$ cat src/rtl/stream_demux_pkg.sv
// Shared constants, helpers and types for the stream_demux block.
package stream_demux_pkg;

  // Largest supported channel count.
  localparam int unsigned MAX_CH = 16;

  // Width of an index able to address any of MAX_CH channels.
  localparam int unsigned CH_IDX_W = 4;

  // Channel index wide enough for the largest configuration.
  typedef logic [CH_IDX_W-1:0] ch_idx_t;

  // ceil(log2(n)), never less than 1; used to size select fields.
  function automatic int unsigned sel_w(input int unsigned n);
    int unsigned w;
    w = 1;
    for (int unsigned i = 1; i < 32; i++) begin
      if ((32'd1 << i) < n) w = i + 1;
    end
    return w;
  endfunction

endpackage

$ cat src/rtl/stream_demux_slot.sv
// One-entry output register for a single demux channel.
// A load always wins over a pop so a drained slot can refill in the same cycle.
module stream_demux_slot #(
  parameter int unsigned DW = 8
) (
  input  logic          clk,
  input  logic          rst,
  input  logic          load,
  input  logic          pop,
  input  logic [DW-1:0] din,
  output logic          full,
  output logic [DW-1:0] dout
);

  // Full flag and payload; data is kept (not cleared) when the beat is popped.
  always_ff @(posedge clk) begin
    if (rst) begin
      full <= 1'b0;
      dout <= '0;
    end else if (load) begin
      full <= 1'b1;
      dout <= din;
    end else if (pop) begin
      full <= 1'b0;
    end
  end

endmodule

$ cat src/rtl/stream_demux.sv
// Registered 1-to-N stream demultiplexer with valid/ready on every side.
// Optional broadcast mode is enabled by defining STREAM_DEMUX_BCAST_EN,
// which adds the in_bcast port and loads every channel from one beat.
module stream_demux
  import stream_demux_pkg::*;
#(
  parameter int unsigned N_CH = 4,
  parameter int unsigned DW   = 8,
  parameter int unsigned SW   = 2
) (
  input  logic              clk,
  input  logic              rst,
  input  logic [DW-1:0]     in_data,
  input  logic [SW-1:0]     in_sel,
  input  logic              in_valid,
`ifdef STREAM_DEMUX_BCAST_EN
  input  logic              in_bcast,
`endif
  output logic              in_ready,
  output logic [N_CH*DW-1:0] out_data,
  output logic [N_CH-1:0]   out_valid,
  input  logic [N_CH-1:0]   out_ready,
  output logic              err_sel
);

  logic            bcast;
  logic            sel_ok;
  logic            hs_in;
  logic [N_CH-1:0] sel_hit;
  logic [N_CH-1:0] slot_free;
  logic [N_CH-1:0] load;
  logic [N_CH-1:0] pop;

`ifdef STREAM_DEMUX_BCAST_EN
  assign bcast = in_bcast;
`else
  assign bcast = 1'b0;
`endif

  // Select decode: one-hot channel hit, empty when the select is out of range.
  always_comb begin
    sel_hit = '0;
    sel_ok  = (32'(in_sel) < N_CH);
    for (int unsigned k = 0; k < N_CH; k++) begin
      sel_hit[k] = sel_ok && (32'(in_sel) == k);
    end
  end

  // A slot can take a new beat when empty or when its current beat leaves now.
  assign slot_free = ~out_valid | out_ready;
  assign pop       = out_valid & out_ready;

  // Input ready: bad selects are always sunk; broadcast needs every slot free.
  always_comb begin
    in_ready = 1'b1;
    if (bcast) begin
      in_ready = &slot_free;
    end else if (sel_ok) begin
      in_ready = |(sel_hit & slot_free);
    end
  end

  assign hs_in = in_valid & in_ready;

  // Per-slot load strobes for the accepted beat.
  always_comb begin
    load = '0;
    if (hs_in) begin
      load = bcast ? '1 : sel_hit;
    end
  end

  // One-cycle pulse after a dropped out-of-range beat.
  always_ff @(posedge clk) begin
    if (rst) begin
      err_sel <= 1'b0;
    end else begin
      err_sel <= hs_in & ~sel_ok & ~bcast;
    end
  end

  // One output register per channel.
  for (genvar k = 0; k < N_CH; k++) begin : g_slot
    stream_demux_slot #(
      .DW(DW)
    ) u_slot (
      .clk  (clk),
      .rst  (rst),
      .load (load[k]),
      .pop  (pop[k]),
      .din  (in_data),
      .full (out_valid[k]),
      .dout (out_data[k*DW +: DW])
    );
  end

endmodule

$ cat config.mk
export PLATFORM = sky130hd
export DESIGN_NAME = stream_demux
export DESIGN_NICKNAME = d
export VERILOG_FILES = /design/src/rtl/stream_demux_pkg.sv /design/src/rtl/stream_demux_slot.sv /design/src/rtl/stream_demux.sv
export SDC_FILE = /design/constraint.sdc
export NUM_CORES = 1
export LEC_CHECK = 0
export ABC_AREA = 1
export ABC_CLOCK_PERIOD_IN_PS = 1450
export BUFFER_PORTS_ARGS = -buffer_cell sky130_fd_sc_hd__buf_2
export CAP_MARGIN = 10
export CELL_PAD_IN_SITES_DETAIL_PLACEMENT = 1
export CELL_PAD_IN_SITES_GLOBAL_PLACEMENT = 2
export CORE_UTILIZATION = 24
export CTS_CLUSTER_SIZE = 10
export DETAILED_ROUTE_END_ITERATION = 16
export GPL_ROUTABILITY_DRIVEN = 0
export PLACE_DENSITY = 0.84
export SYNTH_ARGS = -nofsm -noshare
export SYNTH_HDL_FRONTEND = slang
export SYNTH_SLANG_ARGS = --single-unit
$ cat constraint.sdc
create_clock -name clk -period 1.45 [get_ports clk]
set_clock_uncertainty 0.05 [all_clocks]
set_input_delay 0.29 -clock clk [delete_from_list [all_inputs] [get_ports clk]]
set_output_delay 0.29 -clock clk [all_outputs]
set_load 0.02 [all_outputs]
==> impl_summary.log <==
INFO  metric run_status = complete, no violations
INFO  metric maxCapViolations = 0
INFO  metric design.die.area = 0.00818 mm²
INFO  metric post_synth.cell_area_avg = 6.54 µm²
INFO  metric finalSetupViolCount = 0
INFO  metric area_delta_synth_final = 29.6%
INFO  metric cts_htree_levels = 2
INFO  metric routed-via-count = 1,805
INFO  metric placementRows = 31
INFO  metric synth_top_area_cell = sky130_fd_sc_hd__dfxtp_1
INFO  metric cts-root-buf = sky130_fd_sc_hd__clkbuf_8
INFO  metric final_critical_path_setup_slack = 0.0113 ns
INFO  metric viasPerCell = 4.06
INFO  metric ys_top_cells_by_area = sky130_fd_sc_hd__dfxtp_1 (38%), sky130_fd_sc_hd__inv_1 (16%), sky130_fd_sc_hd__nand2_1 (15%)
INFO  metric finish.cell_count_without_fillers = 445
INFO  metric required = 1.11 ns
INFO  metric power = 2.29 mW
INFO  metric ys_warn_count = 0
INFO  metric globalRouteOverflowTotal = 0
INFO  metric drc = 0
INFO  metric portBuffers = 53
INFO  metric io_pins = 55
INFO  metric drt-total-wl = 4980 µm
INFO  metric power.clock.fraction = 0.323
INFO  metric internal_power = 1.60 mW
INFO  metric cts.path.max_buffers = 2
INFO  metric portion_of_the_post_synthesis_area_used_by_sequential_elements = 0.384
INFO  metric cts_num_sinks = 36
INFO  metric post-place-ws = -0.0422 ns
INFO  metric yosys.area_share.simple = 0.388
INFO  metric worstSetupPathType = flip-flop to output pin
INFO  metric drt_first_pass_iters = 3
INFO  metric synth_top_family_by_area = simple AND/OR/NAND/NOR gates
INFO  metric tritoncts = yes
INFO  metric final_antenna_net_count = 0
INFO  metric power.combinational.fraction = 0.214
INFO  metric finalInstanceArea = 0.00243 mm²
INFO  metric grt_start_max_net_pins = 37
INFO  metric hold-path-cell-count = 2
INFO  metric switchingPower = 0.683 mW
INFO  metric hold_ws = 0.149 ns
INFO  metric powerDensity = 939 mW/mm²
INFO  metric n_antenna_cell = 0
INFO  metric synth_xor_area_frac = 0
INFO  metric grt_first_pass_wirelength = 8580 µm
INFO  metric worst-r2r-cell-count = 10
INFO  metric final_nets = 362
INFO  metric rsz0062_at_grt = true
INFO  metric dpl_cell_area = 0.00229 mm²
INFO  metric seq_cells_post_synth = 36
INFO  metric wl_per_cell = 11.2 µm
INFO  metric sw_frac_of_total = 0.299
INFO  metric placeableCoreArea = 0.00741 mm²
INFO  metric dieHeight = 90.5 µm
INFO  metric post-route-util = 0.329
INFO  metric layout-drive-gt1-share = 0.269
INFO  metric layout_worst_path_cycle_share = 0.992
INFO  metric syn-instance-count = 287
INFO  metric synth-adder-area-share = 0
INFO  metric number_of_global_route_vias_before_repair = 1,858
INFO  metric cts-buffers-inserted = 5
INFO  metric clk-insertion-delay-late = 0.28 ns
INFO  metric netlist_area = 0.00188 mm²
INFO  metric drt_iter0_drc = 41
INFO  metric setup-tns-final = 0 ns
INFO  metric detailedPlacementHpwl = 3740 µm
INFO  metric synth.net_count = 304
INFO  metric initial_antenna_violation_count = 0
INFO  metric hold_violations = 0
INFO  metric maxSlewViolCount = 0
INFO  metric final_worst_path_period_need = 1.44 ns
INFO  metric initial_util = 0.254
INFO  metric synth.lib_cells_used.distinct = 17
INFO  metric leakage = 1.33 nW
INFO  metric synth.mux.area_fraction = 0
INFO  metric share_seq_of_total_power = 0.463
INFO  metric total_grt_usage = 0.131
INFO  metric synth_compound_area_frac = 0.00799
INFO  metric hold_class = input port to flip-flop
INFO  metric startpoint_type = flip-flop
INFO  metric end_kind = output pin
INFO  metric clk_pin_slew = 0.07 ns
INFO  metric maximum_achievable_frequency = 695 MHz
INFO  metric yosys.area.top_type_share = 0.384
INFO  metric cells_after_dpl = 435
INFO  metric die_w = 90.5 µm
INFO  metric critPathMaxFanout = 2
INFO  metric vdd_drop_max = 0.291 mV
INFO  metric cp_data_arrival_time = 1.10 ns
-- what timing repair did --
action	CTS	global route
resized for setup	8	6
cloned	0	1
endpoints found under the setup margin	1	33
pin swaps	5	5
buffers inserted	1	0
hold buffers	0	0
-- power groups by stage --
stage               Combinational (mW)  Sequential, mW  Clock (mW)
finish                           0.490            1.06       0.738
global route                     0.546            1.07       0.811
CTS                              0.487            1.06       0.779
detailed placement               0.474            1.08           0
global placement                 0.464            1.08           0
floorplan                        0.265            1.13           0
-- cells in the mapped netlist --
library cell and n:
sky130_fd_sc_hd__inv_1 79, sky130_fd_sc_hd__nand2_1 77, sky130_fd_sc_hd__dfxtp_1 36, sky130_fd_sc_hd__nand4_1 32
sky130_fd_sc_hd__nor2_1 32, sky130_fd_sc_hd__buf_4 5, sky130_fd_sc_hd__inv_2 4, sky130_fd_sc_hd__nand3_4 4
sky130_fd_sc_hd__a21oi_1 3, sky130_fd_sc_hd__buf_1 3, sky130_fd_sc_hd__buf_6 3, sky130_fd_sc_hd__clkbuf_1 3
sky130_fd_sc_hd__nor2_4 2, sky130_fd_sc_hd__buf_2 1, sky130_fd_sc_hd__conb_1 1, sky130_fd_sc_hd__nand2_8 1
sky130_fd_sc_hd__nor2_2 1
-- critical path, stage by stage (launching register included) --
cell                      delay, ns
sky130_fd_sc_hd__dfxtp_2       0.33
sky130_fd_sc_hd__nand2_2       0.07
sky130_fd_sc_hd__nand2_1       0.07
sky130_fd_sc_hd__nand2_1       0.07
sky130_fd_sc_hd__inv_2         0.09
sky130_fd_sc_hd__nand2_8       0.06
sky130_fd_sc_hd__buf_6         0.13
-- final timing paths --
check	slack, ns	to	start
worst max-delay path	0.01	in_ready	g_slot[3].u_slot.full$_SDFFE_PP0P_
worst min-delay path	0.15	g_slot[0].u_slot.full$_SDFFE_PP0P_	rst
worst max register to register	0.08	g_slot[0].u_slot.dout[0]$_SDFFE_PP0P_	g_slot[3].u_slot.full$_SDFFE_PP0P_
worst min register to register	0.44	g_slot[1].u_slot.full$_SDFFE_PP0P_	g_slot[1].u_slot.full$_SDFFE_PP0P_
-- flip-flops by register name, indices dropped and copies added, names as in the netlist --
signal              count
g_slot.u_slot.dout     32
g_slot.u_slot.full      4
-- cell usage in the layout, fill, tap and decap left out, types with 4 or more instances in the layout --
master | synthesis | layout
sky130_fd_sc_hd__inv_2 | 4 | 4
sky130_fd_sc_hd__nand2_1 | 77 | 72
sky130_fd_sc_hd__nand4_1 | 32 | 32
sky130_fd_sc_hd__nand2_2 | 0 | 5
sky130_fd_sc_hd__nand3_4 | 4 | 5
sky130_fd_sc_hd__clkbuf_8 | 0 | 6
sky130_fd_sc_hd__dfxtp_1 | 36 | 32
sky130_fd_sc_hd__nor2_1 | 32 | 32
sky130_fd_sc_hd__buf_2 | 1 | 52
sky130_fd_sc_hd__dfxtp_2 | 0 | 4
sky130_fd_sc_hd__inv_1 | 79 | 79
sky130_fd_sc_hd__buf_4 | 5 | 8
-- cell type report --
class                   count  area (µm²)
fillers                   968        4970
clock buffers               8        90.1
flip-flops and latches     36         726
well taps                  99         124
inverters                  83         312
multi-input cells         154         777
repair buffers             65         407
-- layer usage --
layer  global-route usage  wire length, µm  up-vias
li1                     -                -      955
met1                0.156             2320      814
met2                0.230             2410       31
met3               0.0295              191        5
met4               0.0444               51        0
met5                    0                0        -
-- cells by family (layout without fill, tap and decap cells) --
kind of cell / after synthesis / count (layout)
and+or+nand+nor: 149 / 150
buffers and inverters: 98 / 156
DFF: 36 / 36
AOI/OAI and AO/OA: 3 / 3
other: 1 / 1
Power figures use the tool's default switching activity.
